$ cat src/rtl/uart_rx_frame.sv
// uart_rx_frame: oversampling UART receiver with configurable data width,
// parity and stop bits. It rejects start-bit glitches and reports parity,
// framing, break and overrun conditions. Completed frames land in a
// one-entry holding register drained with a valid/rd_ack handshake.
module uart_rx_frame #(
  parameter int DATA_BITS  = 8,
  parameter int OVERSAMPLE = 16,
  parameter int PARITY     = 0,
  parameter int STOP_BITS  = 1
) (
  input  logic                 clk,
  input  logic                 reset_n,
  input  logic                 rx,
  input  logic                 clk_en,
  output logic [DATA_BITS-1:0] data,
  output logic                 valid,
  input  logic                 rd_ack,
  output logic                 parity_err,
  output logic                 frame_err,
  output logic                 break_det,
  output logic                 overrun
);

  localparam int CW = $clog2(OVERSAMPLE);
  localparam int IW = 4;
  localparam logic [CW-1:0] MID       = CW'(OVERSAMPLE / 2 - 1);
  localparam logic [CW-1:0] LAST      = CW'(OVERSAMPLE - 1);
  localparam logic [IW-1:0] LAST_BIT  = IW'(DATA_BITS - 1);
  localparam logic          LAST_STOP = 1'(STOP_BITS - 1);

  typedef enum logic [2:0] {
    S_IDLE,
    S_START,
    S_DATA,
    S_PARITY,
    S_STOP
  } state_t;

  logic                 r_rxSync;
  logic                 r_rxPrev;
  state_t               r_state;
  logic [CW-1:0]        r_count;
  logic [IW-1:0]        r_bitIdx;
  logic                 r_stopIdx;
  logic [DATA_BITS-1:0] r_shift;
  logic                 r_parityBit;
  logic                 r_frameErr;

  state_t               w_state;
  logic [CW-1:0]        w_count;
  logic [IW-1:0]        w_bitIdx;
  logic                 w_stopIdx;
  logic [DATA_BITS-1:0] w_shift;
  logic                 w_parityBit;
  logic                 w_frameErr;
  logic                 w_commit;
  logic                 w_fallEdge;
  logic                 w_frameErrFinal;
  logic                 w_parityXor;
  logic                 w_parityErr;
  logic                 w_break;

  assign w_fallEdge = r_rxPrev & ~r_rxSync;

  // Two-flop synchroniser for the asynchronous line; idles high.
  always_ff @(posedge clk or negedge reset_n) begin
    if (!reset_n) begin
      r_rxSync <= 1'b1;
      r_rxPrev <= 1'b1;
    end else begin
      r_rxSync <= rx;
      r_rxPrev <= r_rxSync;
    end
  end

  // Bit-timing state register and per-frame accumulators.
  always_ff @(posedge clk or negedge reset_n) begin
    if (!reset_n) begin
      r_state     <= S_IDLE;
      r_count     <= '0;
      r_bitIdx    <= '0;
      r_stopIdx   <= 1'b0;
      r_shift     <= '0;
      r_parityBit <= 1'b0;
      r_frameErr  <= 1'b0;
    end else begin
      r_state     <= w_state;
      r_count     <= w_count;
      r_bitIdx    <= w_bitIdx;
      r_stopIdx   <= w_stopIdx;
      r_shift     <= w_shift;
      r_parityBit <= w_parityBit;
      r_frameErr  <= w_frameErr;
    end
  end

  // Next-state logic. The start edge is caught on any clock so short idle
  // gaps are never missed; everything else advances only on clk_en. Data
  // bits shift in from the top so the first (LSB) bit ends up in bit 0.
  always_comb begin
    w_state     = r_state;
    w_count     = r_count;
    w_bitIdx    = r_bitIdx;
    w_stopIdx   = r_stopIdx;
    w_shift     = r_shift;
    w_parityBit = r_parityBit;
    w_frameErr  = r_frameErr;
    w_commit    = 1'b0;
    case (r_state)
      S_IDLE: begin
        w_count   = '0;
        w_bitIdx  = '0;
        w_stopIdx = 1'b0;
        if (w_fallEdge) begin
          w_state     = S_START;
          w_shift     = '0;
          w_parityBit = 1'b0;
          w_frameErr  = 1'b0;
        end
      end
      S_START: begin
        if (clk_en) begin
          if (r_count == MID && r_rxSync) begin
            w_state = S_IDLE;
            w_count = '0;
          end else if (r_count == LAST) begin
            w_state  = S_DATA;
            w_count  = '0;
            w_bitIdx = '0;
          end else begin
            w_count = r_count + 1'b1;
          end
        end
      end
      S_DATA: begin
        if (clk_en) begin
          if (r_count == MID) begin
            w_shift = {r_rxSync, r_shift[DATA_BITS-1:1]};
          end
          if (r_count == LAST) begin
            w_count = '0;
            if (r_bitIdx == LAST_BIT) begin
              w_bitIdx = '0;
              w_state  = (PARITY != 0) ? S_PARITY : S_STOP;
            end else begin
              w_bitIdx = r_bitIdx + 1'b1;
            end
          end else begin
            w_count = r_count + 1'b1;
          end
        end
      end
      S_PARITY: begin
        if (clk_en) begin
          if (r_count == MID) begin
            w_parityBit = r_rxSync;
          end
          if (r_count == LAST) begin
            w_state = S_STOP;
            w_count = '0;
          end else begin
            w_count = r_count + 1'b1;
          end
        end
      end
      S_STOP: begin
        if (clk_en) begin
          if (r_count == MID) begin
            if (!r_rxSync) begin
              w_frameErr = 1'b1;
            end
            if (r_stopIdx == LAST_STOP) begin
              w_commit  = 1'b1;
              w_state   = S_IDLE;
              w_count   = '0;
              w_stopIdx = 1'b0;
            end else begin
              w_count = r_count + 1'b1;
            end
          end else if (r_count == LAST) begin
            w_count   = '0;
            w_stopIdx = r_stopIdx + 1'b1;
          end else begin
            w_count = r_count + 1'b1;
          end
        end
      end
      default: begin
        w_state   = S_IDLE;
        w_count   = '0;
        w_bitIdx  = '0;
        w_stopIdx = 1'b0;
      end
    endcase
  end

  // Frame status as seen on the commit cycle; the final stop sample is
  // folded in directly because it is not yet in r_frameErr.
  always_comb begin
    w_frameErrFinal = r_frameErr | ~r_rxSync;
    w_parityXor     = (^r_shift) ^ r_parityBit;
    w_parityErr     = 1'b0;
    if (PARITY == 1) begin
      w_parityErr = w_parityXor;
    end else if (PARITY == 2) begin
      w_parityErr = ~w_parityXor;
    end
    w_break = w_frameErrFinal && (r_shift == '0) && ((PARITY == 0) || !r_parityBit);
  end

  // Holding register: a commit loads when empty or being drained in the
  // same cycle, otherwise the new frame is dropped and overrun pulses.
  always_ff @(posedge clk or negedge reset_n) begin
    if (!reset_n) begin
      data       <= '0;
      valid      <= 1'b0;
      parity_err <= 1'b0;
      frame_err  <= 1'b0;
      break_det  <= 1'b0;
      overrun    <= 1'b0;
    end else begin
      overrun <= 1'b0;
      if (w_commit) begin
        if (!valid || rd_ack) begin
          data       <= r_shift;
          parity_err <= w_parityErr;
          frame_err  <= w_frameErrFinal;
          break_det  <= w_break;
          valid      <= 1'b1;
        end else begin
          overrun <= 1'b1;
        end
      end else if (valid && rd_ack) begin
        valid <= 1'b0;
      end
    end
  end

endmodule

$ cat config.mk
export PLATFORM = sky130hd
export DESIGN_NAME = uart_rx_frame
export DESIGN_NICKNAME = d
export VERILOG_FILES = /design/src/rtl/uart_rx_frame.sv
export SDC_FILE = /design/constraint.sdc
export NUM_CORES = 1
export LEC_CHECK = 0
export BUFFER_PORTS_ARGS = -buffer_cell sky130_fd_sc_hd__buf_2
export CAP_MARGIN = 20
export CORE_AREA = 2 2 68 83
export DETAILED_ROUTE_END_ITERATION = 12
export DIE_AREA = 0 0 70 85
export HOLD_SLACK_MARGIN = 0.15
export MAX_ROUTING_LAYER = met4
export PLACE_DENSITY = 0.52
export SETUP_SLACK_MARGIN = 0.1
export SYNTH_ARGS = -nofsm -noshare
export SYNTH_HDL_FRONTEND = slang
export SYNTH_SLANG_ARGS = --single-unit
$ cat constraint.sdc
create_clock -name clk -period 2.3 [get_ports clk]
set_input_delay 0.115 -clock clk [delete_from_list [all_inputs] [get_ports clk]]
set_output_delay 0.115 -clock clk [all_outputs]
set_load 0.005 [all_outputs]
==> results of run 1 <==
==> worst max-delay path: cells and delay by family, from the launching register on <==
| family | cells | cell delay [ns] |
|---|---|---|
| and+or+nand+nor | 3 | 0.62 |
| adders and majority gates | 2 | 0.50 |
| DFF | 1 | 0.38 |
| muxes | 1 | 0.37 |
==> stage by stage <==
stage          setup slack (ns)  std cells
4_1_cts                   0.187        266
6_report                  0.314        266
5_1_grt                   0.138        266
2_1_floorplan             0.501        183
3_3_place_gp              0.257        255
3_5_place_dp              0.200        255
==> cells by family after synthesis <==
kind of cell / synth area share
XOR/XNOR: 0.00486
AND/OR/NAND/NOR: 0.196
adder cells (fa/ha/maj): 0.0264
flip-flops: 0.487
other: 0.00208
AO/OA/AOI/OAI: 0.147
multiplexers: 0.0681
buffers and inverters: 0.0688
==> sequential cells by signal, summed over array words and instances (netlist names), 3 cells and up <==
| register | flops |
|---|---|
| data | 8 |
| r_state | 3 |
| r_bitIdx | 4 |
| r_shift | 8 |
| r_count | 4 |
==> final timing paths <==
check                                 from           to  slack [ns]
worst max-delay path            r_count[0]      data[2]        0.31
worst min-delay path                clk_en      overrun        0.21
worst max register to register  r_count[0]      data[2]        0.31
worst min register to register    r_rxSync     r_rxPrev        0.43
max in group asynchronous          reset_n   r_frameErr        1.36
min in group asynchronous          reset_n  r_bitIdx[0]        0.43
==> layout by cell type, fill, tap and decap left out, drive strengths merged, types with 3 or more instances in the layout <==
cell,instances
nor3b,4
buf,25
mux2,10
nand2,11
ha,3
o211ai,3
nor3,4
nand3,6
nor2,6
nand2b,4
clkbuf,8
inv,12
dlygate4sd3,3
a21oi,6
or2,3
o31ai,3
o21ai,18
nand4,10
dfrtp,33
==> metal layers <==
metal	part of all wire	global-route usage	up-vias	routed length, um
met2	0.52	0.249	32	2000
met3	0.035	0.0344	6	135
met5	0	-	-	0
met1	0.43	0.164	735	1670
met4	0.014	0.0542	0	55
li1	-	-	696	-
==> power groups by stage <==
stage | Combinational [W] | Sequential [W] | Clock [W]
6_report | 0.000455 | 0.000734 | 0.000489
5_1_grt | 0.000507 | 0.000745 | 0.000532
4_1_cts | 0.000457 | 0.000733 | 0.000509
3_5_place_dp | 0.000451 | 0.000744 | 0
3_3_place_gp | 0.000443 | 0.000743 | 0
2_1_floorplan | 0.000359 | 0.000697 | 0
==> cell type report <==
class / instances / area, um2 / area share
timing repair buffer: 28 / 178 / 0.0854
multi-input combinational: 121 / 801 / 0.385
tap: 62 / 77.6 / 0.0373
clock buffer: 8 / 100 / 0.0481
sequential: 35 / 878 / 0.422
inverter: 12 / 45.0 / 0.0217
==> repair_timing <==
action                     CTS  global route
setup endpoints to repair    0             9
gates resized for setup      0             1
hold buffers                 3             0
hold endpoints to repair    36             0
==> metrics.md, run 1 <==
| Metric | Value |
|---|---|
| Drc violations | 0 |
| Total negative setup slack | 0 ns |
| Syn_area_per_cell | about 10 um2 |
| Fraction of registers with async set/reset | 1.00 |
| Antenna violations before repair | 0 |
| Crit path required time | 2.47 ns |
| Final-report setup violation count | 0 |
| GRT overflow | 0 |
| Final hold slack | 0.206 ns |
| CP Data Arrival Time | around 2.2 ns |
| Final hold violations | 0 |
| Number of synthesized register bits | 35 |
| Syn Nets | about 190 |
| CTS Sinks | 35 |
| Synth area leaders | dfrtp_1, mux2_2, o21ai_0 |
| Flop pwr share | 0.437 |
| WHS Path Cells | 3 |
| DRC marker count from the first detailed-route iteration | between 70 and 80 |
| Worst IR Drop VDD | 0.000421 V |
| Setup bufs post-CTS | 0 |
| Register area share after synthesis | 0.488 |
| Initial core utilization | 0.350 |
| Die height | approximately 85 um |
| Placement Cell Area | approximately 1900 um2 |
| Final instance area | approximately 2100 um2 |
| Root buf cell | clkbuf_8 |
| Post-synth EDFFs | 0 |
| Relative slew slack | 0.481 |
| DP Wirelength | 2760 um |
| First-pass GRT wire length | 6740 um |
| Vias in the first global route | approximately 1,500 |
| RSZ-0062 raised after global routing | false |
| Most frequent cells after synthesis | dfrtp_1, o21ai_0, inv_1, nand2_1 |
| Drt wl/cell | roughly 15 um |
| Die area | 5950 um2 |
| Largest net degree at the start of global routing | 36 |
| Die W | ~70 um |
| Final nets | approximately 210 |
| Synth unique cells | 44 |
| Setup Skew | roughly 0.0032 ns |
| Clk Latency, worst-skew pair | ~0.28 ns |
| Synth area leader | dfrtp_1 |
| Final worst path period share | 0.864 |
| Most frequent cell after synthesis | dfrtp_1 |
| Fmax achieved | just over 500 MHz |
| H-Tree Level Count | 2 |
| Mapped cell area | about 1800 um2 |
| Clock power share | 0.291 |
| Slowest cell on crit path | and4_2 |
| Final Power | ~0.0017 W |
| Share of the synthesized area in the top cell type | 0.458 |
| DRT antenna net count | 0 |
| Total global-route track usage | 0.145 |
| Ant diodes | 0 |
| Clock buffer depth | 2 |
| Core area | ~5200 um2 |
| Sw frac | 0.327 |
| # fillers | around 530 |
| P_leak | roughly 0.95 nW |
| Crit path cell chain | ha_1 -> nand2_1 -> nor2_1 -> ha_1 -> and4_2 -> mux2_2 |
| Register clock-pin slew on the reported worst setup and hold paths | about 0.070 ns |
| Routed WL | about 3900 um |
| Worst stage delay on the critical path | approximately 0.4 ns |
| CTS tree | yes |
| Pwr Density | 807 nW/um2 |
| Status | complete, no violations |
| Net Sw Power | 0.000549 W |
| Combinational Power Share | 0.271 |
| Post-synth top flop | dfrtp_1 |
| Synth Instances | 183 |
| Routed via count | roughly 1,500 |
| Layout area overhead | 15.4% |
| Most frequent CP cell | ha_1 |
| CP Launch Type | flop |
| Clock period minus final worst setup slack | just under 2 ns |
| Max Slew Vio Count | 0 |
| IO Pins | 18 |
| CTS Buf Count | 5 |
| Max cap viols | 0 |
| Worst Path Max Fanout | 11 |
| DRT Pass-1 Iters | 4 |
| IO buf count | 16 |
| Yosys warnings | 0 |
| Final core utilization | 0.404 |
| Post-DR vias/cell | 5.52 |
| Internal Power | 0.00113 W |
| Worst Max-Slew Pin Slew | roughly 0.78 ns |
| HP Class | primary input to flop |
| Critical path class | flop to flop |
| Ratio of cells with drive above 1 in the final layout | 0.225 |
| CP endpoint kind | flop |
| Row count | 29 |
| R2R depth | 6 |
| RD Place Congestion | ~0.75 |
(Power assumes the default switching activity.)
==> inputs of run 2 (changes only) <==
--- a/config.mk
+++ b/config.mk
@@ -8,10 +8,10 @@
 export BUFFER_PORTS_ARGS = -buffer_cell sky130_fd_sc_hd__buf_2
 export CAP_MARGIN = 20
-export CORE_AREA = 2 2 68 83
+export CORE_AREA = 2 2 54 67
 export DETAILED_ROUTE_END_ITERATION = 12
-export DIE_AREA = 0 0 70 85
+export DIE_AREA = 0 0 56 69
 export HOLD_SLACK_MARGIN = 0.15
 export MAX_ROUTING_LAYER = met4
-export PLACE_DENSITY = 0.52
+export PLACE_DENSITY = 0.76
 export SETUP_SLACK_MARGIN = 0.1
 export SYNTH_ARGS = -nofsm -noshare
==> constraint.sdc (replaced) <==
create_clock -name clk -period 2.3 [get_ports clk]
set_input_delay 0.115 -clock clk [delete_from_list [all_inputs] [get_ports clk]]
set_output_delay 0.115 -clock clk [all_outputs]
set_load 0.05 [all_outputs]
==> run 2 against run 1 <==
Critical path depth is the same. Total power shrank 5.2%. Clock skew grew 0.0037 ns. Largest cell class unchanged. Highest routed layer unchanged.
==> metrics.md, run 2 (synthesis gave the netlist of run 1 again) <==
| Metric | Value |
|---|---|
| HP Class | primary input to flop |
| Core area | 3220 um2 (-37%) |
| DRT antenna net count | 0 (unchanged) |
| Die height | 69 um (-19%) |
| Register clock-pin slew on the reported worst setup and hold paths | 0.06 ns (about the same) |
| Most frequent cells in the layout | dfrtp_1, o21ai_0, buf_2, inv_1, nand2_1 |
| Setup Skew | 0.00687 ns (+0.00365 ns) |
| Max Slew Vio Count | 0 (unchanged) |
| First-pass GRT wire length | 6290 um (-6.8%) |
| Layout area overhead | 12.2% |
| Vias in the first global route | 1,452 (-0.48%) |
| H-Tree Level Count | 2 (unchanged) |
| Worst Max-Slew Pin Slew | 0.777 ns (-0.00218 ns) |
| Critical path class | flop to flop |
| IO Pins | 18 (unchanged) |
| Root buf cell | clkbuf_8 |
| CTS tree | yes |
| GRT overflow | 0 (unchanged) |
| Post-DR vias/cell | 5.92 (+7.2%) |
| Max cap viols | 0 (unchanged) |
| Placement Cell Area | 1910 um2 (-2.0%) |
| Total global-route track usage | 0.210 (+0.0646) |
| Worst IR Drop VDD | 0.000587 V (+40%) |
| Area of the multi-input gates | 801 um2 (unchanged) |
| Clk Latency, worst-skew pair | 0.29 ns (about the same) |
| DRC marker count from the first detailed-route iteration | 37 (-51%) |
| Worst stage delay on the critical path | 0.39 ns (about the same) |
| P_leak | 0.936 nW (-1.5%) |
| Drc violations | 0 (unchanged) |
| Setup bufs post-CTS | 0 (unchanged) |
| RSZ-0062 raised after global routing | false |
| Antenna violations before repair | 0 (unchanged) |
| CP Launch Type | flop |
| Clock buffer depth | 2 (unchanged) |
| IO buf count | 16 (unchanged) |
| Fmax achieved | 504 MHz (about the same) |
| Relative slew slack | 0.482 (+0.00145) |
| Total negative setup slack | 0 ns (unchanged) |
| Ant diodes | 0 (unchanged) |
| Die area | 3860 um2 (-35%) |
| Drt wl/cell | 15.2 um (+4.7%) |
| Crit path cell chain | ha_1 -> nand2_1 -> nor2_1 -> ha_1 -> and4_2 -> mux2_2 |
| CP Data Arrival Time | 2.16 ns (about the same) |
| Final nets | 210 (-0.47%) |
| Pwr Density | 786 nW/um2 (-2.5%) |
| CP endpoint kind | flop |
| CTS Sinks | 35 (unchanged) |
| Commonest non-fill, non-tap cell in the layout | dfrtp_1 |
| CTS Buf Count | 5 (unchanged) |
| Clock period minus final worst setup slack | 1.99 ns (-0.000598 ns) |
| DRT Pass-1 Iters | 4 (unchanged) |
| Initial core utilization | 0.559 (+0.209) |
| Status | complete, no violations |
| RD Place Congestion | 0.855 (+14%) |
| Crit path required time | 2.47 ns (about the same) |
| Largest net degree at the start of global routing | 36 (unchanged) |
| Slowest cell on crit path | dfrtp_1 |
| # fillers | 276 (-48%) |
| Routed via count | 1,421 (-3.3%) |
| Largest regs | data (8), r_shift (8) |
| Worst Path Max Fanout | 11 (unchanged) |
| Final hold violations | 0 (unchanged) |
| Die W | 56 um (-20%) |
| Final instance area | 2020 um2 (-2.8%) |
| Sequential cell area | 878 um2 (unchanged) |
| Routed WL | 3650 um (-5.5%) |
| Final worst path period share | 0.863 (about the same) |
| Placement Setup Slack | 0.223 ns (+0.0233 ns) |
| Most frequent CP cell | ha_1 |
| Final-report setup violation count | 0 (unchanged) |
| Final WS setup | 0.314 ns (+0.000598 ns) |
| Ratio of cells with drive above 1 in the final layout | 0.217 (-0.00874) |
| DP Wirelength | 2670 um (-3.2%) |
| Row count | 23 (-21%) |
==> run 2: changes by cell type in the layout (fill, tap and decap cells not counted), sizes merged <==
cell    previous run  this run
clkbuf             8         7
buf               25        24
clkinv             0         1
==> run 2: path summary, 6_finish.rpt <==
path                       startpoint  cells after the start     endpoint  slack (ns)
setup / recovery           r_count[0]                      6      data[5]        0.31
hold / removal                 clk_en                      3      overrun        0.19
setup reg to reg           r_count[0]                      6      data[5]        0.31
hold reg to reg              r_rxSync                      0     r_rxPrev        0.42
max in group asynchronous     reset_n                      2   r_count[2]        1.36
min in group asynchronous     reset_n                      2  r_bitIdx[3]        0.43
==> run 2: repair_timing <==
action                                  4_1_cts  5_1_grt
endpoints found under the hold margin        36        0
hold buffers                                  3        0
endpoints found under the setup margin        0        8
resized for setup                             0        1
==> run 2: layout make-up <==
cell class | count | area share
clock buffer | 7 | 0.0377
inverter | 12 | 0.0223
tap | 37 | 0.0229
multi-input combinational | 121 | 0.396
clock inverter | 1 | 0.00248
timing repair buffer | 27 | 0.0842
sequential | 35 | 0.434
==> run 2: critical path: cells and delay by family, from the launching register on <==
family | cells | cell delay (ns)
multiplexers | 1 | 0.37
flip-flops | 1 | 0.39
AND/OR/NAND/NOR | 3 | 0.61
adder cells (fa/ha/maj) | 2 | 0.51
==> run 2: report_power, final <==
| part | switching, W | internal, W |
|---|---|---|
| registers | 0.0000732 | 0.000658 |
| clock network | 0.000208 | 0.000212 |
| logic | 0.000249 | 0.000190 |
==> run 2: per-stage QoR <==
step	total power, W	utilization	hold WS (ns)	std cells
finish	0.00159	0.627	0.187	240
floorplan	0.00106	-	-0.181	183
global placement	0.00116	0.592	0.220	229
global route	0.00169	0.627	0.199	240
CTS	0.00160	0.627	0.175	240
detailed placement	0.00118	0.592	0.226	229
==> run 2: layer usage <==
metal | up-vias | wire [um] | part of all wire | track usage
met1 | 710 | 1500 | 0.41 | 0.218
li1 | 690 | - | - | -
met2 | 15 | 1970 | 0.54 | 0.365
met4 | 0 | 70 | 0.019 | 0.103
met3 | 6 | 102 | 0.028 | 0.0507
met5 | - | 0 | 0 | -
==> inputs of run 3 (changes only) <==
==> constraint.sdc (replaced) <==
create_clock -name clk -period 2.3 [get_ports clk]
set_input_delay 0.46 -clock clk [delete_from_list [all_inputs] [get_ports clk]]
set_output_delay 0.46 -clock clk [all_outputs]
set_load 0.05 [all_outputs]
==> run 3 against run 2 <==
Fmax hardly changed. Final cell count is 1.3% lower. Global-route usage is 0.080 points lower. Non-clock buffer count is 3 lower. Critical endpoint unchanged.
==> metrics.md, run 3 (synthesis gave the netlist of run 1 again) <==
| Metric | Value |
|---|---|
| Status | complete, no violations |
| # fillers | 278 (+0.72%) |
| Final core utilization | 0.618 (-0.00932) |
| Die area | 3860 um2 (unchanged) |
| RD Place Congestion | 0.855 (unchanged) |
| Total global-route track usage | 0.209 (-0.000804) |
| CTS tree | yes |
| Crit path required time | 2.47 ns (about the same) |
| DP Wirelength | 2670 um (unchanged) |
| IO buf count | 16 (unchanged) |
| Combinational Power Share | 0.274 (-0.002) |
| Setup Skew | 0.00704 ns (+0.000165 ns) |
| Antenna violations before repair | 0 (unchanged) |
| H-Tree Level Count | 2 (unchanged) |
| CP Buf/Inv Count | 0 (unchanged) |
| Worst stage delay on the critical path | 0.39 ns (about the same) |
| Clock power share | 0.265 (about the same) |
| Max cap viols | 0 (unchanged) |
| Largest regs | data (8), r_shift (8) |
| Critical path class | flop to flop |
| IO Pins | 18 (unchanged) |
| CP endpoint kind | flop |
| Hold buffers post-CTS | 0 (-3) |
| Internal Power | 0.00106 W (-0.31%) |
| Layout area overhead | 10.6% |
| Initial core utilization | 0.559 (unchanged) |
| CTS Buf Count | 5 (unchanged) |
| Root buf cell | clkbuf_8 |
| Final hold violations | 0 (unchanged) |
| Core area | 3220 um2 (unchanged) |
| Final nets | 207 (-1.4%) |
| P_leak | 0.923 nW (-1.3%) |
| Vias in the first global route | 1,447 (-0.34%) |
| Pwr Density | 796 nW/um2 (+1.3%) |
| Max Slew Vio Count | 0 (unchanged) |
| DRT antenna net count | 0 (unchanged) |
| Die height | 69 um (unchanged) |
| Net Sw Power | 0.000530 W (-0.12%) |
| DRT Pass-1 Iters | 4 (unchanged) |
| Die W | 56 um (unchanged) |
| RSZ-0062 raised after global routing | false |
| Worst IR Drop VDD | 0.000583 V (-0.82%) |
| Clock period minus final worst setup slack | 1.99 ns (+0.0000870 ns) |
| Worst Max-Slew Pin Slew | 0.770 ns (-0.00705 ns) |
| Clock buffer depth | 2 (unchanged) |
| Ratio of cells with drive above 1 in the final layout | 0.220 (+0.00325) |
| Final worst path period share | 0.863 (about the same) |
| CP Launch Type | flop |
| HP Class | primary input to asynchronous set/reset pin |
| CTS Sinks | 35 (unchanged) |
| Worst Path Max Fanout | 11 (unchanged) |
| Sw frac | 0.334 (+0.000430) |
| Ant diodes | 0 (unchanged) |
| Commonest non-fill, non-tap cell in the layout | dfrtp_1 |
| Flop pwr share | 0.461 (about the same) |
| Most frequent cells in the layout | dfrtp_1, o21ai_0, buf_2, inv_1, nand2_1 |
| Routed WL | 3620 um (-0.69%) |
| Relative slew slack | 0.487 (+0.00470) |
| Clk Latency, worst-skew pair | 0.29 ns (about the same) |
| Drt wl/cell | 15.3 um (+0.57%) |
| Total negative setup slack | 0 ns (unchanged) |
| Most frequent CP cell | ha_1 |
| First-pass GRT wire length | 6260 um (-0.43%) |
| Crit path cell chain | ha_1 -> nand2_1 -> nor2_1 -> ha_1 -> and4_2 -> mux2_2 |
| GRT overflow | 0 (unchanged) |
| Slowest cell on crit path | dfrtp_1 |
| Delay-heaviest family, CP | simple AND/OR/NAND/NOR gates |
| Register clock-pin slew on the reported worst setup and hold paths | 0.07 ns (about the same) |
| Drc violations | 0 (unchanged) |
| Largest net degree at the start of global routing | 36 (unchanged) |
| Final-report setup violation count | 0 (unchanged) |
| Routed via count | 1,408 (-0.91%) |
| CP Data Arrival Time | 2.16 ns (about the same) |
| Post-DR vias/cell | 5.94 (+0.34%) |
| Fmax achieved | 504 MHz (about the same) |
| DRC marker count from the first detailed-route iteration | 27 (-27%) |
| Row count | 23 (unchanged) |
run 3: cell count changes in the layout (fill, tap and decap cells not counted), sizes merged:
| cell | previous run | this run |
|---|---|---|
| dlygate4sd3 | 3 | 0 |
run 3: cell type report:
class,instances,area (um2),area share
clock buffers,7,76.3,0.0383
clock inverters,1,5.00,0.00251
inverters,12,45.0,0.0226
repair buffers,24,140,0.0704
multi-input cells,121,801,0.402
flip-flops and latches,35,878,0.441
well taps,37,46.3,0.0232
run 3: per-layer routing:
metal	routed length, um	up-vias	track usage
met5	0	-	-
met4	70	0	0.103
met3	97	6	0.0507
met2	1970	12	0.363
met1	1480	704	0.217
li1	-	686	-
run 3: through the flow:
step / worst slack, ns / power [W] / cell area [um2] / cells / hold WS, ns
finish: 0.314 / 0.00159 / 1990 / 237 / 0.237
global route: 0.200 / 0.00169 / 1990 / 237 / 0.256
CTS: 0.206 / 0.00160 / 1990 / 237 / 0.256
detailed placement: 0.223 / 0.00118 / 1910 / 229 / 0.417
global placement: 0.292 / 0.00116 / 1910 / 229 / 0.419
floorplan: 0.501 / 0.00106 / 1800 / 183 / 0.164
run 3: power by group through the flow:
stage	Clock (W)	Sequential, W	Combinational, W
after floorplan	0	0.000698	0.000362
after global placement	0	0.000738	0.000425
after detailed placement	0	0.000741	0.000437
after CTS	0.000433	0.000729	0.000438
after global routing	0.000461	0.000740	0.000485
final	0.000420	0.000731	0.000434
run 3: path summary, 6_finish.rpt:
check | start | endpoint | cells after the start | slack [ns]
worst max-delay path | r_count[0] | data[5] | 6 | 0.31
worst min-delay path | reset_n | r_bitIdx[3] | 1 | 0.24
worst max register to register | r_count[0] | data[5] | 6 | 0.31
worst min register to register | r_rxSync | r_rxPrev | 0 | 0.42
max in group asynchronous | reset_n | r_count[2] | 1 | 1.56
min in group clk | rx | r_rxSync | 1 | 0.27
run 3: repair_timing:
item / CTS / global route
endpoints found under the setup margin: 0 / 8
setup buffers: 0 / 0
resized for setup: 0 / 1
